[config.mk]
export PLATFORM = sky130hd
export DESIGN_NAME = sevenseg_capture
export DESIGN_NICKNAME = d
export VERILOG_FILES = /design/src/rtl/sevenseg_capture.sv
export SDC_FILE = /design/constraint.sdc
export NUM_CORES = 1
export LEC_CHECK = 0
export ABC_AREA = 1
export CORE_ASPECT_RATIO = 1.75
export CORE_MARGIN = 2
export CORE_UTILIZATION = 48
export CTS_CLUSTER_SIZE = 40
export DETAILED_ROUTE_END_ITERATION = 8
export DONT_BUFFER_PORTS = 1
export REMOVE_ABC_BUFFERS = 1
export SYNTH_ARGS = -nofsm -noshare
export SYNTH_HDL_FRONTEND = slang
export SYNTH_SLANG_ARGS = --single-unit
[constraint.sdc]
create_clock -name clk -period 3.6 [get_ports clk]
set_input_delay 0.54 -clock clk [delete_from_list [all_inputs] [get_ports clk]]
set_output_delay 0.54 -clock clk [all_outputs]
set_load 0.1 [all_outputs]
[src/rtl/sevenseg_capture.sv]
// sevenseg_capture: decode a multiplexed active-low seven-segment bus back into hex frames
//   clk, rst           : clock, asynchronous active-high reset
//   an, seg            : digit enables and segment lines (active-low, seg[6]=a .. seg[0]=g)
//   dig_strobe/idx/code/blank/err : one-cycle report of each accepted digit
//   frame_valid/value/blank/err   : one-cycle pulse plus held data for each complete frame
module sevenseg_capture #(
  parameter int DIGITS        = 4,
  parameter int STABLE_CYCLES = 4
) (
  input  logic                  clk,
  input  logic                  rst,
  input  logic [DIGITS-1:0]     an,
  input  logic [6:0]            seg,
  output logic                  dig_strobe,
  output logic [2:0]            dig_idx,
  output logic [3:0]            dig_code,
  output logic                  dig_blank,
  output logic                  dig_err,
  output logic                  frame_valid,
  output logic [4*DIGITS-1:0]   frame_value,
  output logic [DIGITS-1:0]     frame_blank,
  output logic                  frame_err
);
  localparam logic [7:0] SC = 8'(STABLE_CYCLES);
  logic [DIGITS-1:0]   s_an_q;
  logic [6:0]          s_seg_q;
  logic [7:0]          cnt_q, cnt_d;
  logic [DIGITS-1:0]   lo, mask_q, mask_d, w_blank_q, w_blank_d, w_err_q, w_err_d, n_err;
  logic [4*DIGITS-1:0] w_val_q, w_val_d;
  logic [6:0]          pat;
  logic                live, same, acc, done, blank, err;
  logic [2:0]          idx;
  logic [3:0]          code;
  // The incoming sample is compared against the previous one (held in s_an/s_seg),
  // so the accepting edge is the one that registers the final sample of the run.
  always_comb begin
    lo    = ~an;
    live  = $countones(lo) == 1;
    same  = an == s_an_q && seg == s_seg_q;
    cnt_d = !live ? 8'd0 : !same ? 8'd1 : cnt_q == SC ? cnt_q : cnt_q + 8'd1;
    acc   = live && same && cnt_q == SC - 8'd1;
    idx   = '0;
    for (int i = 0; i < DIGITS; i++) if (lo[i]) idx = 3'(i);
  end
  always_comb begin
    pat   = ~seg;
    code  = '0;
    blank = 1'b0;
    err   = 1'b0;
    case (pat)
      7'h7E: code = 4'h0;
      7'h30: code = 4'h1;
      7'h6D: code = 4'h2;
      7'h79: code = 4'h3;
      7'h33: code = 4'h4;
      7'h5B: code = 4'h5;
      7'h5F: code = 4'h6;
      7'h70: code = 4'h7;
      7'h7F: code = 4'h8;
      7'h73: code = 4'h9;
      7'h77: code = 4'hA;
      7'h1F: code = 4'hB;
      7'h4E: code = 4'hC;
      7'h3D: code = 4'hD;
      7'h4F: code = 4'hE;
      7'h47: code = 4'hF;
      7'h00: blank = 1'b1;
      default: err = 1'b1;
    endcase
  end
  // Working frame: the live digit's slot is overwritten on every acceptance.
  always_comb begin
    w_val_d   = w_val_q;
    w_blank_d = w_blank_q;
    n_err     = w_err_q;
    for (int i = 0; i < DIGITS; i++)
      if (acc && lo[i]) begin
        w_val_d[4*i +: 4] = code;
        w_blank_d[i]      = blank;
        n_err[i]          = err;
      end
    done    = acc && &(mask_q | lo);
    mask_d  = done ? '0 : acc ? (mask_q | lo) : mask_q;
    w_err_d = done ? '0 : n_err;
  end
  always_ff @(posedge clk or posedge rst) begin
    if (rst) begin
      s_an_q      <= '1;
      s_seg_q     <= 7'h7F;
      cnt_q       <= '0;
      mask_q      <= '0;
      w_val_q     <= '0;
      w_blank_q   <= '0;
      w_err_q     <= '0;
      dig_strobe  <= 1'b0;
      dig_idx     <= '0;
      dig_code    <= '0;
      dig_blank   <= 1'b0;
      dig_err     <= 1'b0;
      frame_valid <= 1'b0;
      frame_value <= '0;
      frame_blank <= '0;
      frame_err   <= 1'b0;
    end else begin
      s_an_q      <= an;
      s_seg_q     <= seg;
      cnt_q       <= cnt_d;
      mask_q      <= mask_d;
      w_val_q     <= w_val_d;
      w_blank_q   <= w_blank_d;
      w_err_q     <= w_err_d;
      dig_strobe  <= acc;
      frame_valid <= done;
      if (acc) begin
        dig_idx   <= idx;
        dig_code  <= code;
        dig_blank <= blank;
        dig_err   <= err;
      end
      if (done) begin
        frame_value <= w_val_d;
        frame_blank <= w_blank_d;
        frame_err   <= |n_err;
      end
    end
  end
endmodule

==> impl_metrics.toml, run 1 <==
[sta]
worst_slew_pin_slew_ns = 0.959
post_route_fraction_of_the_period_consumed_by_the_critical_path_pct = 78.8
fin_worst_skew_ns = 0.00537
final_period_minus_worst_setup_slack_ns = 2.84
rsz0062_at_grt = "false"
max_freq_ghz = 0.352
timing.slew.headroom_pct = 36.1
hold_fails_final_rpt = 0
final-setup-viol-count = 0
finalSetupTns_ns = 0
final-max-slew-violation-count = 0

[route]
post-route-drc-count = 0
totalWireLength_mm = 8.15
routed_via_density = 5.06
antenna_violating_nets_post_route = 0
detailedRoute.firstPassIterationCount = 4
via_count = 2744
routedWlPerCell_um = 15.0
iteration_0_drc_markers = 88

[hold_path]
hold_path_class = "input port to register"
min_from = "seg[6]"
worstHoldEndpoint = "s_seg_q[6]$_DFF_PP1_"
min_delay_path_depth = 0

[floorplan]
die_height_um = 120
area_of_the_die_sq_mm = 0.00849
die_width_um = 70.5
core_area_sq_mm = 0.00751
num_rows = 42
io_pins = 45
initial_core_utilization_pct = 49.4

[grt]
pin_count_of_the_biggest_net_entering_global_routing = 33
grt_usage_pct = 21.0
grt_first_pass_wirelength_mm = 13.6
gr-total-overflow = 0
grt_pass1_vias = 2779
antenna_found_initial = 0

[layout]
final_core_util_pct = 54.3
layout_nets = 467
layout.cells.most_common_list = "sky130_fd_sc_hd__nand2_1 (157), sky130_fd_sc_hd__dfrtp_1 (67), sky130_fd_sc_hd__inv_1 (50)"
final_layout_size_suffix_gt1_share_pct = 12.8
syn_to_final_growth_pct = 9.90
commonest_non_fill_non_tap_cell_in_the_layout = "sky130_fd_sc_hd__nand2_1"
ant_diodes = 0
fin_cells = 542
final_cell_area_sq_mm = 0.00408

[clocking]
cts.hold.buffers_added = 0
post_cts.repair.setup_buffers = 0
clock_insertion_delay_worst_skew_ns = 0.34
clkSlewWorstSetupHoldPaths_ns = 0.06
cts_resized = 0
cts_inserted_buffers = 9
cts_num_sinks = 78
cts_max_level = 3
clock_tree.root_cell = "sky130_fd_sc_hd__clkbuf_16"
cts_tree = "yes"
cts_max_path_buffers = 2

[worst_setup_path]
worstPathMaxFanout = 12
reg2reg_to = "frame_err$_DFFE_PP0P_"
r2r.worst_path.cells = 12
cp_slowest_stage_delay_ns = 0.52
critical_path_cell_count = 13
timing.reg2reg.setup_slack_ns = 1.41
critical-path-top-delay-family = "simple AND/OR/NAND/NOR gates"
critical_path.n_buffers_inverters = 2
critPathLaunchType = "input port"
cp-end-kind = "register"
cpMaxStageDelayCell = "sky130_fd_sc_hd__fa_1"
kind_of_critical_path = "input port to register"
arrival_ns = 3.11
timing.rr.start = "s_seg_q[5]$_DFF_PP1_"
timing.critical_path.cells = "fa_1 -> inv_1 -> ha_1 -> ha_1 -> nor3b_4 -> nand4_4 -> nor2_4 -> nand2_2 -> inv_1 -> nand2_1 -> nand3_1 -> nor2_1 -> nor2_1"
worst_ep_required_time_ns = 3.87

[synth]
synth_seq_cells = 78
synth-seq-area-share_pct = 52.9
synthesis.area_sq_mm = 0.00371
syn_inst = 443
warnings_from_yosys = 0
ys_types = 36
synthesis.area_per_instance_sq_um = 8.39

[power_and_ir_drop]
power.net_switching_uw = 452
share_seq_of_total_power_pct = 46.7
share_comb_of_total_power_pct = 5.3
ir_worst_vdd_v = 0.000252
swShare_pct = 23.6
internal-power_uw = 1470
total_power_uw = 1920
leakage_dissipation_uw = 0.00213
pwr-share-clk_pct = 48.1
power-per-cell-area_mw_per_mm2 = 469

[placement]
place_congestion = 0.830
placedInstanceArea_sq_mm = 0.00378
cell_count_post_placement = 526
place.detailed.hpwl_mm = 6.09
placement.io_buffers = 0

[status]
outcome = "completed"

[flow_run]
drv_cap = 0
flip-flops by register name, summed over array words and instances, names as in the netlist:
signal and flops:
cnt_q 8, dig_blank 1, dig_code 4, dig_err 1
dig_idx 2, dig_strobe 1, frame_blank 4, frame_err 1
frame_valid 1, frame_value 16, mask_q 4, s_an_q 4
s_seg_q 7, w_blank_q 4, w_err_q 4, w_val_q 16
logic make-up after synthesis:
logic type      share of synthesized area, %
fa+ha+maj                               1.89
xor+xnor                                1.41
other cells                            0.101
buf+inv                                 8.29
flops                                   52.9
simple gates                            28.7
compound gates                          6.74
power by group through the flow:
stage          clock, uW  sequential (uW)  combinational (uW)
4_1_cts              949              895                 103
3_5_place_dp           0              910                 103
5_1_grt              983              895                 117
6_report             921              895                 101
3_3_place_gp           0              910                 101
2_1_floorplan          0              909                80.3
cell usage after synthesis (all sizes together):
| cell | instances | share of area (%) |
|---|---|---|
| a21oi | 7 | 0.94 |
| a211oi | 2 | 0.40 |
| inv | 57 | 5.8 |
| o211ai | 2 | 0.40 |
| a31oi | 8 | 1.3 |
| xnor2 | 4 | 0.94 |
| ha | 4 | 1.3 |
| nor2 | 47 | 5.9 |
| clkbuf | 1 | 0.10 |
| and3 | 1 | 0.17 |
| dfrtp | 67 | 45 |
| nor4 | 1 | 0.17 |
| nand4 | 6 | 1.6 |
| dfstp | 11 | 7.8 |
| nor3 | 5 | 0.81 |
| o2111ai | 1 | 0.24 |
| buf | 10 | 2.4 |
| o21ai | 23 | 3.4 |
| xor2 | 2 | 0.47 |
| conb | 1 | 0.10 |
| fa | 1 | 0.54 |
| nand3 | 21 | 3.2 |
| nor3b | 1 | 0.51 |
| nand2 | 160 | 16 |
per-stage QoR:
stage	hold slack (ns)	worst slack, ns
final	0.192	0.762
after global routing	0.177	0.539
after CTS	0.179	0.742
after detailed placement	0.464	0.389
after global placement	0.453	0.466
after floorplan	0.443	0.504
metal layers:
metal	wire length [um]	vias up	global-route usage, %	share of wire [%]
met5	0	-	0	0
met4	231	0	9.50	2.8
met3	277	18	5.17	3.4
met2	4440	43	37.7	55
met1	3190	1292	22.9	39
li1	-	1391	-	-
worst max-delay path by stage:
stage / from / endpoint / slack [ns]
2_1_floorplan: an[0] / frame_blank[0]$_DFFE_PP0P_ / 0.50
3_3_place_gp: an[0] / frame_err$_DFFE_PP0P_ / 0.47
3_5_place_dp: an[0] / frame_err$_DFFE_PP0P_ / 0.39
4_1_cts: an[0] / frame_err$_DFFE_PP0P_ / 0.74
5_1_grt: an[0] / frame_err$_DFFE_PP0P_ / 0.54
6_report: an[0] / frame_err$_DFFE_PP0P_ / 0.76
layout make-up:
class,instances,area [sq um]
fillers,740,3430
flip-flops and latches,78,1970
multi-input cells,297,1440
clock buffers,9,225
inverters,57,214
well taps,88,110
clock inverters,7,81.3
repair buffers,6,45.0
No activity file was read; power rests on OpenSTA's default activity.
==> run 2, diff against run 1 <==
--- a/config.mk
+++ b/config.mk
@@ -12,6 +12,7 @@
 export CTS_CLUSTER_SIZE = 40
 export DETAILED_ROUTE_END_ITERATION = 8
 export DONT_BUFFER_PORTS = 1
+export PLACE_DENSITY = 0.65
 export REMOVE_ABC_BUFFERS = 1
 export SYNTH_ARGS = -nofsm -noshare
 export SYNTH_HDL_FRONTEND = slang
==> constraint.sdc (replaced) <==
create_clock -name clk -period 2.6 [get_ports clk]
set_input_delay 0.39 -clock clk [delete_from_list [all_inputs] [get_ports clk]]
set_output_delay 0.39 -clock clk [all_outputs]
set_load 0.1 [all_outputs]
==> impl_metrics.toml, run 2 (same netlist as run 1, synthesis figures left out) <==
[flow_run]
drv_cap = 0

[worst_setup_path]
critPathLaunchType = "input port"
timing.critical_path.cells = "fa_1 -> inv_1 -> ha_1 -> ha_1 -> nor3b_4 -> buf_4 -> nand4_4 -> nor2_4 -> nand2_2 -> buf_4 -> o21ai_2 -> nand2_1 -> nand2_1"
r2r.worst_path.cells = 13
timing.rr.start = "s_seg_q[1]$_DFF_PP1_"
worst_ep_required_time_ns = 2.87
cp_slowest_stage_delay_ns = 0.52
timing.critical_path.from = "an[0]"
reg2reg_to = "frame_err$_DFFE_PP0P_"
critical-path-top-delay-family = "adder cells"
critical_path.n_buffers_inverters = 3
cp-end-kind = "register"
kind_of_critical_path = "input port to register"
cpMaxStageDelayCell = "sky130_fd_sc_hd__fa_1"
timing.reg2reg.setup_slack_ns = 0.62
worstPathMaxFanout = 10
arrival_ns = 2.61

[sta]
hold_fails_final_rpt = 0
fin_worst_skew_ns = 0.00663
max_freq_ghz = 0.427
finalSetupTns_ns = 0
worst_slew_pin_slew_ns = 0.931
final-max-slew-violation-count = 0
final-setup-viol-count = 0
rsz0062_at_grt = "false"
final_period_minus_worst_setup_slack_ns = 2.34
post_route_fraction_of_the_period_consumed_by_the_critical_path_pct = 90.0
timing.slew.headroom_pct = 38.0

[route]
routedWlPerCell_um = 14.3
via_count = 2854
detailroute.wirelength.met3_um = 359
detail_route.wirelength.met1_mm = 3.21
detailedRoute.firstPassIterationCount = 4
post-route-drc-count = 0
totalWireLength_mm = 7.97
antenna_violating_nets_post_route = 0
wire_length_on_met2_mm = 4.15
dr_top_layer = "met4"
routed_via_density = 5.11
iteration_0_drc_markers = 132

[clocking]
cts_resized = 0
post_cts.repair.setup_buffers = 0
cts_max_path_buffers = 2
clock_insertion_delay_worst_skew_ns = 0.33
cts_num_sinks = 78
clkSlewWorstSetupHoldPaths_ns = 0.06
cts_inserted_buffers = 9
clock_tree.root_cell = "sky130_fd_sc_hd__clkbuf_16"
cts.hold.buffers_added = 0
cts_tree = "yes"
cts_max_level = 3

[power_and_ir_drop]
ir_worst_vdd_v = 0.000372
pwr-share-clk_pct = 48.4
internal-power_uw = 2110
share_seq_of_total_power_pct = 46.3
power.net_switching_uw = 566
power-per-cell-area_mw_per_mm2 = 627
leakage_dissipation_uw = 0.00224
share_comb_of_total_power_pct = 5.3
swShare_pct = 21.2

[grt]
pin_count_of_the_biggest_net_entering_global_routing = 52
antenna_found_initial = 0
grt_first_pass_wirelength_mm = 13.3
grt_pass1_vias = 2833
grt_usage_pct = 20.5
gr-total-overflow = 0

[placement]
place.detailed.hpwl_mm = 6.03
placedInstanceArea_sq_mm = 0.00397
placement.io_buffers = 0
place_congestion = 0.875

[hold_path]
hold_path_class = "input port to asynchronous set/reset pin"

[floorplan]
initial_core_utilization_pct = 49.4
die_height_um = 120
num_rows = 42
io_pins = 45
die_width_um = 70.5
area_of_the_die_sq_mm = 0.00849
core_area_sq_mm = 0.00751

[layout]
layout_nets = 484
commonest_non_fill_non_tap_cell_in_the_layout = "sky130_fd_sc_hd__nand2_1"
syn_to_final_growth_pct = 15.0
top_regs = "frame_value x16, w_val_q x16, cnt_q x8"
final_layout_size_suffix_gt1_share_pct = 15.3
ant_diodes = 0
layout.cells.most_common_list = "sky130_fd_sc_hd__nand2_1 (157), sky130_fd_sc_hd__dfrtp_1 (67), sky130_fd_sc_hd__inv_1 (50)"
final.fill_count = 689
final_cell_area_sq_mm = 0.00427

[status]
outcome = "completed"
## run 2: changes by cell type in the layout (fill, tap and decap cells not counted), sizes merged
cell / before / now
clkbuf: 9 / 11
buf: 6 / 23
bufinv: 1 / 2
clkinvlp: 3 / 1
clkinv: 0 / 1
inv: 60 / 57
## run 2: power by group through the flow
stage	Sequential, uW	Clock [uW]	Combinational (uW)
after detailed placement	1260	0	146
final	1240	1290	143
after global placement	1260	0	143
after global routing	1240	1380	164
after floorplan	1260	0	111
after CTS	1240	1330	146
## run 2: worst register-to-register path: stages (launching register included)
cell                      delay [ns]
sky130_fd_sc_hd__dfstp_2        0.53
sky130_fd_sc_hd__nand2_1        0.05
sky130_fd_sc_hd__nand2_1        0.05
sky130_fd_sc_hd__nand2_1        0.11
sky130_fd_sc_hd__nor2_4         0.17
sky130_fd_sc_hd__nand2_2        0.07
sky130_fd_sc_hd__nor2_4         0.17
sky130_fd_sc_hd__nand4_1        0.21
sky130_fd_sc_hd__buf_4          0.23
sky130_fd_sc_hd__nand2_1        0.06
sky130_fd_sc_hd__nand2_1        0.07
sky130_fd_sc_hd__nand3_1        0.09
sky130_fd_sc_hd__nor2_1         0.04
sky130_fd_sc_hd__nor2_1         0.07
## run 2: worst max-delay path by stage
stage / end / slack [ns] / depth (start not counted)
after floorplan: frame_blank[0]$_DFFE_PP0P_ / -0.35 / 10
after global routing: frame_err$_DFFE_PP0P_ / 0.12 / 14
after CTS: frame_err$_DFFE_PP0P_ / 0.25 / 14
after detailed placement: frame_err$_DFFE_PP0P_ / -0.09 / 14
final: frame_blank[3]$_DFFE_PP0P_ / 0.26 / 13
after global placement: frame_err$_DFFE_PP0P_ / -0.03 / 14
## run 2: cell type report
class	count	area (sq um)	area share [%]
inverter	57	214	5.01
timing repair buffer	23	235	5.51
tap	88	110	2.58
multi-input combinational	297	1440	33.7
clock buffer	11	233	5.45
clock inverter	4	72.6	1.70
sequential	78	1970	46.0
## run 2: layer usage
metal | global-route usage (%) | vias to the layer above
li1 | - | 1427
met1 | 23.3 | 1350
met2 | 35.2 | 58
met3 | 5.25 | 19
met4 | 10.5 | 0
met5 | 0 | -
## run 2: per-stage QoR
stage | setup slack [ns] | hold WS, ns | utilization (%) | power [uW] | std cells
5_1_grt | 0.117 | 0.0388 | 56.8 | 2780 | 558
2_1_floorplan | -0.346 | 0.394 | - | 1370 | 432
3_3_place_gp | -0.0311 | 0.377 | 52.8 | 1400 | 543
6_report | 0.260 | 0.0133 | 56.8 | 2680 | 558
3_5_place_dp | -0.0947 | 0.384 | 52.8 | 1410 | 543
4_1_cts | 0.248 | 0.0230 | 56.8 | 2710 | 558
==> run 3, diff against run 2 <==
--- a/config.mk
+++ b/config.mk
@@ -6,6 +6,7 @@
 export NUM_CORES = 1
 export LEC_CHECK = 0
 export ABC_AREA = 1
+export CAP_MARGIN = 20
 export CORE_ASPECT_RATIO = 1.75
 export CORE_MARGIN = 2
 export CORE_UTILIZATION = 48
==> results of run 3 <==
No change in the layout: final DEF, timing and power equal those of run 2.
